===== config.mk =====
export PLATFORM = sky130hd
export DESIGN_NAME = vga_sync_decoder
export DESIGN_NICKNAME = d
export VERILOG_FILES = /design/src/rtl/vga_sync_decoder.sv
export SDC_FILE = /design/constraint.sdc
export NUM_CORES = 1
export LEC_CHECK = 0
export ABC_AREA = 1
export CAP_MARGIN = 5
export CORE_ASPECT_RATIO = 0.9
export CORE_UTILIZATION = 35
export CTS_BUF_LIST = sky130_fd_sc_hd__clkbuf_8
export CTS_CLUSTER_DIAMETER = 80
export DETAILED_ROUTE_END_ITERATION = 8
export REMOVE_ABC_BUFFERS = 1
export SLEW_MARGIN = 0
export SYNTH_ARGS = -nofsm -noshare
export SYNTH_HDL_FRONTEND = slang
export SYNTH_SLANG_ARGS = --single-unit

===== constraint.sdc =====
create_clock -name i_clk -period 1.8 [get_ports i_clk]
set_input_delay 0.36 -clock i_clk [delete_from_list [all_inputs] [get_ports i_clk]]
set_output_delay 0.36 -clock i_clk [all_outputs]
set_load 0.05 [all_outputs]

===== src/rtl/vga_sync_decoder.sv =====
// VGA sync decoder: rebuilds h/v counters from incoming sync, measures line and
// frame lengths, and tracks lock against the nominal timing.
//
// state      | meaning
// SEARCH     | no frame reference yet, line checks ignored
// ACQUIRE    | counting consecutive good frames toward lock
// LOCKED     | timing confirmed, any bad line/frame or timeout drops lock
module vga_sync_decoder #(
   parameter int H_SYNC          = 96,
   parameter int H_BP            = 48,
   parameter int H_ACTIVE        = 640,
   parameter int H_FP            = 16,
   parameter int V_SYNC          = 2,
   parameter int V_BP            = 33,
   parameter int V_ACTIVE        = 480,
   parameter int V_FP            = 10,
   parameter bit SYNC_ACTIVE_LOW = 1'b1,
   parameter int LOCK_FRAMES     = 2
) (
   input  logic       i_clk,
   input  logic       i_reset_n,
   input  logic       i_pix_en,
   input  logic       i_h_sync_in,
   input  logic       i_v_sync_in,
   output logic [9:0] o_h_count,
   output logic [9:0] o_v_count,
   output logic       o_active,
   output logic       o_line_start,
   output logic       o_frame_start,
   output logic [9:0] o_h_total,
   output logic [9:0] o_v_total,
   output logic       o_locked,
   output logic       o_timing_err
);
   localparam int H_TOTAL = H_SYNC + H_BP + H_ACTIVE + H_FP;
   localparam int V_TOTAL = V_SYNC + V_BP + V_ACTIVE + V_FP;
   localparam int TO_LOAD = 2 * H_TOTAL;
   localparam int TO_W    = $clog2(TO_LOAD + 1);
   localparam int GC_W    = $clog2(LOCK_FRAMES + 1);

   localparam logic [9:0] CNT_MAX  = 10'h3FF;
   localparam logic [9:0] H_TOT_C  = 10'(H_TOTAL);
   localparam logic [9:0] V_TOT_C  = 10'(V_TOTAL);
   localparam logic [9:0] H_ACT_LO = 10'(H_SYNC + H_BP);
   localparam logic [9:0] H_ACT_HI = 10'(H_SYNC + H_BP + H_ACTIVE);
   localparam logic [9:0] V_ACT_LO = 10'(V_SYNC + V_BP);
   localparam logic [9:0] V_ACT_HI = 10'(V_SYNC + V_BP + V_ACTIVE);

   typedef enum logic [1:0] {ST_SEARCH, ST_ACQUIRE, ST_LOCKED} state_t;

   state_t            r_state;
   logic [1:0]        r_h_sync, r_v_sync;
   logic              r_h_prev, r_v_prev, r_v_pend;
   logic [9:0]        r_h_count, r_v_count, r_h_total, r_v_total;
   logic              r_active, r_line_start, r_frame_start, r_locked, r_timing_err;
   logic              r_frame_bad;
   logic [GC_W-1:0]   r_good_cnt;
   logic [TO_W-1:0]   r_to_cnt;

   logic              w_h_pol, w_v_pol, w_h_start, w_v_start, w_frame;
   logic [9:0]        w_h_inc, w_v_inc, w_h_nxt, w_v_nxt;
   logic              w_line_bad, w_vtot_bad, w_timeout, w_frame_good;
   logic              w_err, w_lock_gain, w_lock_nxt, w_act_nxt;

   // Inversion ahead of the synchronizer so everything downstream is active-high
   assign w_h_pol = i_h_sync_in ^ SYNC_ACTIVE_LOW;
   assign w_v_pol = i_v_sync_in ^ SYNC_ACTIVE_LOW;

   always_ff @(posedge i_clk or negedge i_reset_n) begin
      if (!i_reset_n) begin
         r_h_sync <= 2'b00;
         r_v_sync <= 2'b00;
      end else begin
         r_h_sync <= {r_h_sync[0], w_h_pol};
         r_v_sync <= {r_v_sync[0], w_v_pol};
      end
   end

   assign w_h_start    = i_pix_en & r_h_sync[1] & ~r_h_prev;
   assign w_v_start    = i_pix_en & r_v_sync[1] & ~r_v_prev;
   assign w_frame      = w_h_start & (w_v_start | r_v_pend);
   assign w_h_inc      = (r_h_count == CNT_MAX) ? CNT_MAX : r_h_count + 10'd1;
   assign w_v_inc      = (r_v_count == CNT_MAX) ? CNT_MAX : r_v_count + 10'd1;
   assign w_line_bad   = w_h_start & (w_h_inc != H_TOT_C);
   assign w_vtot_bad   = w_frame & (w_v_inc != V_TOT_C);
   assign w_timeout    = i_pix_en & ~w_h_start & (r_to_cnt == TO_W'(1));
   assign w_frame_good = ~r_frame_bad & ~w_line_bad & ~w_vtot_bad;
   assign w_err        = w_timeout |
                         ((r_state == ST_LOCKED) & (w_line_bad | w_vtot_bad));
   assign w_lock_gain  = (r_state == ST_ACQUIRE) & w_frame & w_frame_good &
                         (r_good_cnt == GC_W'(LOCK_FRAMES - 1));
   assign w_lock_nxt   = (r_locked & ~w_err) | w_lock_gain;

   always_comb begin
      w_h_nxt = r_h_count;
      w_v_nxt = r_v_count;
      if (w_h_start) begin
         w_h_nxt = 10'd0;
         w_v_nxt = w_frame ? 10'd0 : w_v_inc;
      end else if (i_pix_en) begin
         w_h_nxt = w_h_inc;
      end
   end

   assign w_act_nxt = w_lock_nxt &
                      (w_h_nxt >= H_ACT_LO) & (w_h_nxt < H_ACT_HI) &
                      (w_v_nxt >= V_ACT_LO) & (w_v_nxt < V_ACT_HI);

   always_ff @(posedge i_clk or negedge i_reset_n) begin
      if (!i_reset_n) begin
         r_state       <= ST_SEARCH;
         r_h_prev      <= 1'b0;
         r_v_prev      <= 1'b0;
         r_v_pend      <= 1'b0;
         r_h_count     <= 10'd0;
         r_v_count     <= 10'd0;
         r_h_total     <= 10'd0;
         r_v_total     <= 10'd0;
         r_active      <= 1'b0;
         r_line_start  <= 1'b0;
         r_frame_start <= 1'b0;
         r_locked      <= 1'b0;
         r_timing_err  <= 1'b0;
         r_frame_bad   <= 1'b0;
         r_good_cnt    <= '0;
         r_to_cnt      <= '0;
      end else begin
         r_line_start  <= w_h_start;
         r_frame_start <= w_frame;
         r_timing_err  <= w_err;
         r_locked      <= w_lock_nxt;
         r_active      <= w_act_nxt;
         r_h_count     <= w_h_nxt;
         r_v_count     <= w_v_nxt;

         if (i_pix_en) begin
            r_h_prev <= r_h_sync[1];
            r_v_prev <= r_v_sync[1];
         end

         // A vsync start between line starts is held until the next hsync start
         if (w_h_start) begin
            r_h_total <= w_h_inc;
            r_v_pend  <= 1'b0;
            if (w_frame)
               r_v_total <= w_v_inc;
         end else if (w_v_start) begin
            r_v_pend <= 1'b1;
         end

         // Parks at zero after expiry so the timeout fires once per episode
         if (w_h_start)
            r_to_cnt <= TO_W'(TO_LOAD);
         else if (i_pix_en && r_to_cnt != '0)
            r_to_cnt <= r_to_cnt - TO_W'(1);

         if (w_err) begin
            r_state <= ST_SEARCH;
         end else begin
            case (r_state)
               ST_SEARCH: begin
                  if (w_frame) begin
                     r_state     <= ST_ACQUIRE;
                     r_good_cnt  <= '0;
                     r_frame_bad <= 1'b0;
                  end
               end
               ST_ACQUIRE: begin
                  if (w_frame) begin
                     r_frame_bad <= 1'b0;
                     if (w_frame_good) begin
                        r_good_cnt <= r_good_cnt + GC_W'(1);
                        if (w_lock_gain)
                           r_state <= ST_LOCKED;
                     end else begin
                        r_good_cnt <= '0;
                     end
                  end else if (w_line_bad) begin
                     r_frame_bad <= 1'b1;
                  end
               end
               default: ;
            endcase
         end
      end
   end

   assign o_h_count     = r_h_count;
   assign o_v_count     = r_v_count;
   assign o_active      = r_active;
   assign o_line_start  = r_line_start;
   assign o_frame_start = r_frame_start;
   assign o_h_total     = r_h_total;
   assign o_v_total     = r_v_total;
   assign o_locked      = r_locked;
   assign o_timing_err  = r_timing_err;
endmodule


==> run metrics, run 1 <==
status finished, violations left; failing checks setup timing; Distinct cells, synth 33; critical-path maximum fanout 6; CP delay by family, top simple AND/OR/NAND/NOR gates; multiplexer area fraction after synthesis 0%; Synth Area in Adders 1.75%; Post-DP Area 4780 sq um; complex-gate fraction of the synthesized area 11.2%; num ports 50; post-synth top area share 47.6%; CTS tree built; CP required 2.07 ns; grt total ovfl 0; synthesized area 3580 sq um; clock-pin slew of the registers on the worst-case setup and hold paths 0.08 ns; Seq cells post-synth 68; die area 10,600 sq um; Crit Path Class reg -> reg; CTS Buffer Depth 2; most frequent cells in the layout buf_4 (149), nand2_1 (104), dfrtp_1 (67); Syn-to-layout area delta 51.3%; post-synthesis xor/xnor area fraction 0.490%; hold_ws 0.355 ns; Synth Flop Type dfrtp_1; routability cong. 0.879; WL/cell 12.9 um; crit share post-route 108%; post-route cell area 5410 sq um; Final #Nets 627; Startpoint Class flip-flop; largest family of logic cells by synthesized area simple AND/OR/NAND/NOR gates; Final Setup Violations 8; Initial Util 36.6%; post-synthesis instance total 457; asr flop ratio synth 100%; most area-consuming cells after synthesis dfrtp_1 (48%), nand2_1 (12%), inv_1 (7.0%); n_diodes 0; Tightest Hold Check Type reg -> reg; core area 9780 sq um; port bufs 49; LEAKAGE 2.84 nW; Slew Limit Fails 0; synthesis warning total 0; CTS Sinks 68; Final Hold Vio Count 0; total length of routed wires 9620 um; commonest non-fill, non-tap cell in the layout buf_4; largest net degree at the start of global routing 38; Worst path max stage delay 0.45 ns; First-pass DRT Iterations 5; first-pass GRT wire length 16,400 um; simple logic cell fraction of the synthesized area 29.9%; std cell rows 34; unrepaired setup endpoints after global routing true; Synth area leader dfrtp_1; Setup WS pre-CTS -0.574 ns; FF-to-FF setup slack -0.15 ns; drt initial violations 135; all-layer global routing usage 19.9%; Die X 109 um; cell chain of the critical path ha_4, nand2_4, nor2_4, nand3_4, buf_6, nand4_1, nor2_1, nand3_1, nand2_2, nand4_1, nand2_1, nand2_1, nand2_1, nand2_1; Final Skew 0.0119 ns; FMAX 513 MHz; post-route ant nets 0; CP most frequent cell nand2_1; layout cells sized above 1 40.8%; Setup crit end kind flip-flop; number of global-route vias before repair 3,545; Mean Syn Cell Area 7.83 sq um; Post-synth EDFFs 0; relative slew slack 70.4%; antenna violations before repair 0; clk_lat worst skew 0.37 ns; CTS buffer count 9; root buf cell clkbuf_8; H-tree depth 3; vias per cell 4.75; setup ws final -0.150 ns; crit path time final 1.95 ns; CP max stage cell dfrtp_2; pwr dens 1210 nW/um^2; WP data arrival 2.22 ns; max_cap viols 0; DRC viols 0; Max VDD drop 0.828 mV; Critical path buffers and inverters 1; Die Height 97.9 um; Seq/Total Area, Yosys 47.6%; post-DP HPWL 6920 um; vias 3,552; actual slew at the worst max-slew pin 0.444 ns; Overall Power 6.57 mW
-- sequential cells by signal (all words and copies together), names as in the netlist, 10 cells and up --
name	cells
o_h_count	10
o_h_total	10
o_v_count	10
o_v_total	10
r_to_cnt	11
-- layer usage --
| metal | part of all wire [%] | global-route usage, % | vias to the layer above |
|---|---|---|---|
| met5 | 0 | 0 | - |
| met4 | 1.2 | 6.03 | 0 |
| met3 | 4.9 | 5.74 | 11 |
| met2 | 48 | 31.6 | 82 |
| met1 | 46 | 26.2 | 1669 |
| li1 | - | - | 1790 |
-- what timing repair did --
item                                    in CTS  in global routing
hold buffers                                 1                  0
endpoints found under the hold margin       16                  0
gates cloned                                 1                  0
pin swaps                                   12                 20
resized for setup                           43                 34
endpoints found under the setup margin      13                 17
setup buffers                               15                  2
-- layout make-up --
class / count / area [sq um]
fill: 924 / 4370
clock buffer: 9 / 124
multi-input combinational: 307 / 1810
sequential: 68 / 1700
timing repair buffer: 161 / 1260
clock inverter: 7 / 100
tap: 126 / 158
inverter: 70 / 263
-- through the flow --
| stage | std cells | util [%] | setup TNS [ns] |
|---|---|---|---|
| after floorplan | 445 | - | -9.58 |
| after global placement | 714 | 48.8 | -9.28 |
| after detailed placement | 714 | 48.8 | -11.46 |
| after CTS | 747 | 53.9 | -0.721 |
| after global routing | 748 | 55.3 | -2.12 |
| final | 748 | 55.3 | -0.892 |
-- path summary, 6_finish.rpt --
path	startpoint	end	depth (start not counted)
worst max-delay path	o_v_count[0]	r_state[0]	14
worst max register to register	o_v_count[0]	r_state[0]	14
worst min-delay path	r_v_sync[0]	r_v_sync[1]	0
min in group asynchronous	i_reset_n	r_state[1]	2
max in group asynchronous	i_reset_n	o_v_total[6]	3
worst min register to register	r_v_sync[0]	r_v_sync[1]	0
-- cells in the mapped netlist, drive strengths merged, types with 2 or more instances --
cell	count
inv	70
o211ai	5
nor3	2
a31oi	12
a21oi	16
nand2	124
buf	6
nand3	40
nor2	56
nand4	8
clkbuf	6
a22oi	4
ha	5
o21ai	29
dfrtp	68
-- worst register-to-register path: stages (launching register included) --
cell and delay (ns):
dfrtp_2 0.45, ha_4 0.18, nand2_4 0.08, nor2_4 0.05, nand3_4 0.12, buf_6 0.14, nand4_1 0.08, nor2_1 0.12
nand3_1 0.15, nand2_2 0.12, nand4_1 0.11, nand2_1 0.10, nand2_1 0.06, nand2_1 0.05, nand2_1 0.04
-- where the power goes --
group	leakage, nW	internal [mW]	switching, mW
Sequential	0.842	1.87	0.269
Combinational	1.88	1.19	1.81
Clock	0.114	0.789	0.640
Total	2.84	3.85	2.72
-- kinds of logic (layout without fill, tap and decap cells) --
kind of cell	count (synthesis)	in the layout
simple gates	232	232
buf+inv	82	247
compound gates	68	68
flops	68	68
fa+ha+maj	5	5
xor+xnor	2	2
Note: power is estimated with default switching activity, not from simulation.
==> run 2: changes to the inputs <==
- CELL_PAD_IN_SITES_DETAIL_PLACEMENT: not set -> 1
- CELL_PAD_IN_SITES_GLOBAL_PLACEMENT: not set -> 2
- CORE_UTILIZATION: 35 -> 29
- CTS_BUF_LIST: sky130_fd_sc_hd__clkbuf_8 -> not set
- PLACE_DENSITY_LB_ADDON: not set -> 0.1
==> run 2 against run 1 <==
Net effect: the flow still finishes with violations (setup timing); cell area grew 11%; final cell count grew 8.0%; via count grew 4.3%.
==> run metrics, run 2 (synthesis gave the netlist of run 1 again) <==
FMAX 509 MHz (was 513 MHz); hold_ws 0.0238 ns (was 0.355 ns); total length of routed wires 12,200 um (was 9620 um); CP max stage cell dfrtp_1 (was dfrtp_2); post-route ant nets 0 (unchanged); crit share post-route 109% (was 108%); CTS buffer count 9 (unchanged); Final Hold Vio Count 0 (unchanged); crit path time final 1.97 ns (was 1.95 ns); Overall Power 7.45 mW (was 6.57 mW); failing checks setup timing (unchanged); std cell rows 38 (was 34); CP most frequent cell nand2_1 (unchanged); Startpoint Class flip-flop (unchanged); root buf cell clkbuf_16 (was clkbuf_8); CP required 2.03 ns (was 2.07 ns); Final Setup Violations 8 (unchanged); CTS tree built (unchanged); most frequent cells in the layout buf_4 (168), nand2_1 (86), dfrtp_1 (67) (was buf_4 (149), nand2_1 (104), dfrtp_1 (67)); Post-DP Area 4960 sq um (was 4780 sq um); fin cells 808 (was 748); worst r2r src o_h_count[0] (was o_v_count[0]); all-layer global routing usage 19.6% (was 19.9%); Worst path max stage delay 0.41 ns (was 0.45 ns); Crit Path Class reg -> reg (unchanged); WP data arrival 2.20 ns (was 2.22 ns); Die X 119 um (was 109 um); post-DP HPWL 8170 um (was 6920 um); clock-pin slew of the registers on the worst-case setup and hold paths 0.06 ns (was 0.08 ns); Max VDD drop 0.620 mV (was 0.828 mV); LEAKAGE 3.06 nW (was 2.84 nW); number of global-route vias before repair 3,828 (was 3,545); Tightest Hold Check Type in -> async (was reg -> reg); GR Layer Usage met3 5.40% (was 5.74%); Setup crit end kind flip-flop (unchanged); clk_lat worst skew 0.34 ns (was 0.37 ns); grt total ovfl 0 (unchanged); hold-fix buffers at CTS 0 (was 1); num ports 50 (unchanged); core area 12,000 sq um (was 9780 sq um); fill cell count 1,447 (was 924); First-pass DRT Iterations 4 (was 5); n_diodes 0 (unchanged); Reg2Reg Depth 14 (unchanged); unrepaired setup endpoints after global routing true (unchanged); vias per cell 4.58 (was 4.75); CTS Buffer Depth 2 (unchanged); port bufs 49 (unchanged); pwr dens 1240 nW/um^2 (was 1210 nW/um^2); Inst Count DP 765 (was 714); routability cong. 0.852 (was 0.879); Slew Limit Fails 0 (unchanged); grt met2 use 33.6% (was 31.6%); Final Skew 0.00496 ns (was 0.0119 ns); CTS Sinks 68 (unchanged); max_cap viols 0 (unchanged); layout cells sized above 1 50.3% (was 40.8%); post-route cell area 5990 sq um (was 5410 sq um); Initial Util 29.7% (was 36.6%); setup ws final -0.166 ns (was -0.150 ns); antenna violations before repair 0 (unchanged); cell chain of the critical path ha_2, nand2_4, nor2_4, nand4_1, buf_6, nand3_4, nor2_4, nand3_2, nand2_2, nand4_1, nand2_1, nand2_1, nand2_1, nand2_1 (was ha_4, nand2_4, nor2_4, nand3_4, buf_6, nand4_1, nor2_1, nand3_1, nand2_2, nand4_1, nand2_1, nand2_1, nand2_1, nand2_1); final core utilization 49.8% (was 55.3%); actual slew at the worst max-slew pin 0.403 ns (was 0.444 ns); GR Util met1 24.4% (was 26.2%); status finished, violations left (unchanged); vias 3,704 (was 3,552); commonest non-fill, non-tap cell in the layout buf_4 (unchanged); die area 12,800 sq um (was 10,600 sq um); first-pass GRT wire length 19,400 um (was 16,400 um); DRC viols 0 (unchanged); WL/cell 15.1 um (was 12.9 um); relative slew slack 72.8% (was 70.4%); Die Height 107 um (was 97.9 um); Syn-to-layout area delta 67.3% (was 51.3%); worst r2r dst r_state[0] (unchanged); Final #Nets 654 (was 627); max reg flops 11 (unchanged); GR peak layer met2 (unchanged); drt initial violations 101 (was 135); largest net degree at the start of global routing 69 (was 38); FF-to-FF setup slack -0.17 ns (was -0.15 ns); H-tree depth 3 (unchanged); critical-path maximum fanout 6 (unchanged); Most flops, register r_to_cnt (unchanged)
-- run 2: cell count changes in the layout (fill, tap and decap cells not counted), sizes merged --
cell and change:
clkinvlp +1, buf +27, bufinv -1, clkinv -1, nand3 +1, dlygate4sd3 -1, inv -1, clkbuf +1
-- run 2: worst max-delay path by stage --
stage,to,start,slack (ns)
floorplan,r_state[0],o_h_count[0],-0.79
global placement,o_active,i_pix_en,-0.46
detailed placement,o_active,i_pix_en,-0.55
CTS,r_state[0],o_h_count[1],-0.18
global route,o_active,o_h_count[0],-0.30
finish,r_state[0],o_h_count[0],-0.17
-- run 2: stage by stage --
stage          setup slack, ns  TNS (ns)
5_1_grt                 -0.301     -2.23
3_3_place_gp            -0.456     -7.92
6_report                -0.166    -0.876
2_1_floorplan           -0.786     -9.58
3_5_place_dp            -0.547     -9.55
4_1_cts                 -0.180    -0.984
-- run 2: critical path: cells and delay by family (launching register included) --
kind,cells,cell delay [ns]
buf+inv,1,0.17
simple gates,12,1.05
fa+ha+maj,1,0.23
flops,1,0.41
-- run 2: metal layers --
metal	wire length (um)	up-vias
met3	348	12
met5	0	-
li1	-	1840
met1	5490	1801
met4	121	0
met2	6240	51
-- run 2: repair_timing --
action | in CTS | in global routing
pin swaps | 31 | 59
cloned | 1 | 0
setup endpoints to repair | 15 | 19
resized for setup | 50 | 100
buffers inserted | 21 | 8
-- run 2: layout make-up --
cell class / instances / area [sq um] / area share, %
clock buffers: 10 / 239 / 3.99
well taps: 160 / 200 / 3.34
inverters: 70 / 268 / 4.47
clock inverters: 5 / 52.6 / 0.878
multi-input cells: 308 / 2030 / 34.0
flip-flops and latches: 68 / 1700 / 28.4
repair buffers: 187 / 1490 / 24.9
-- run 2: where the power goes --
| group | switching (mW) | internal (mW) |
|---|---|---|
| Sequential | 0.294 | 1.87 |
| Combinational | 2.07 | 1.44 |
| Clock | 0.682 | 1.09 |
| Total | 3.05 | 4.40 |
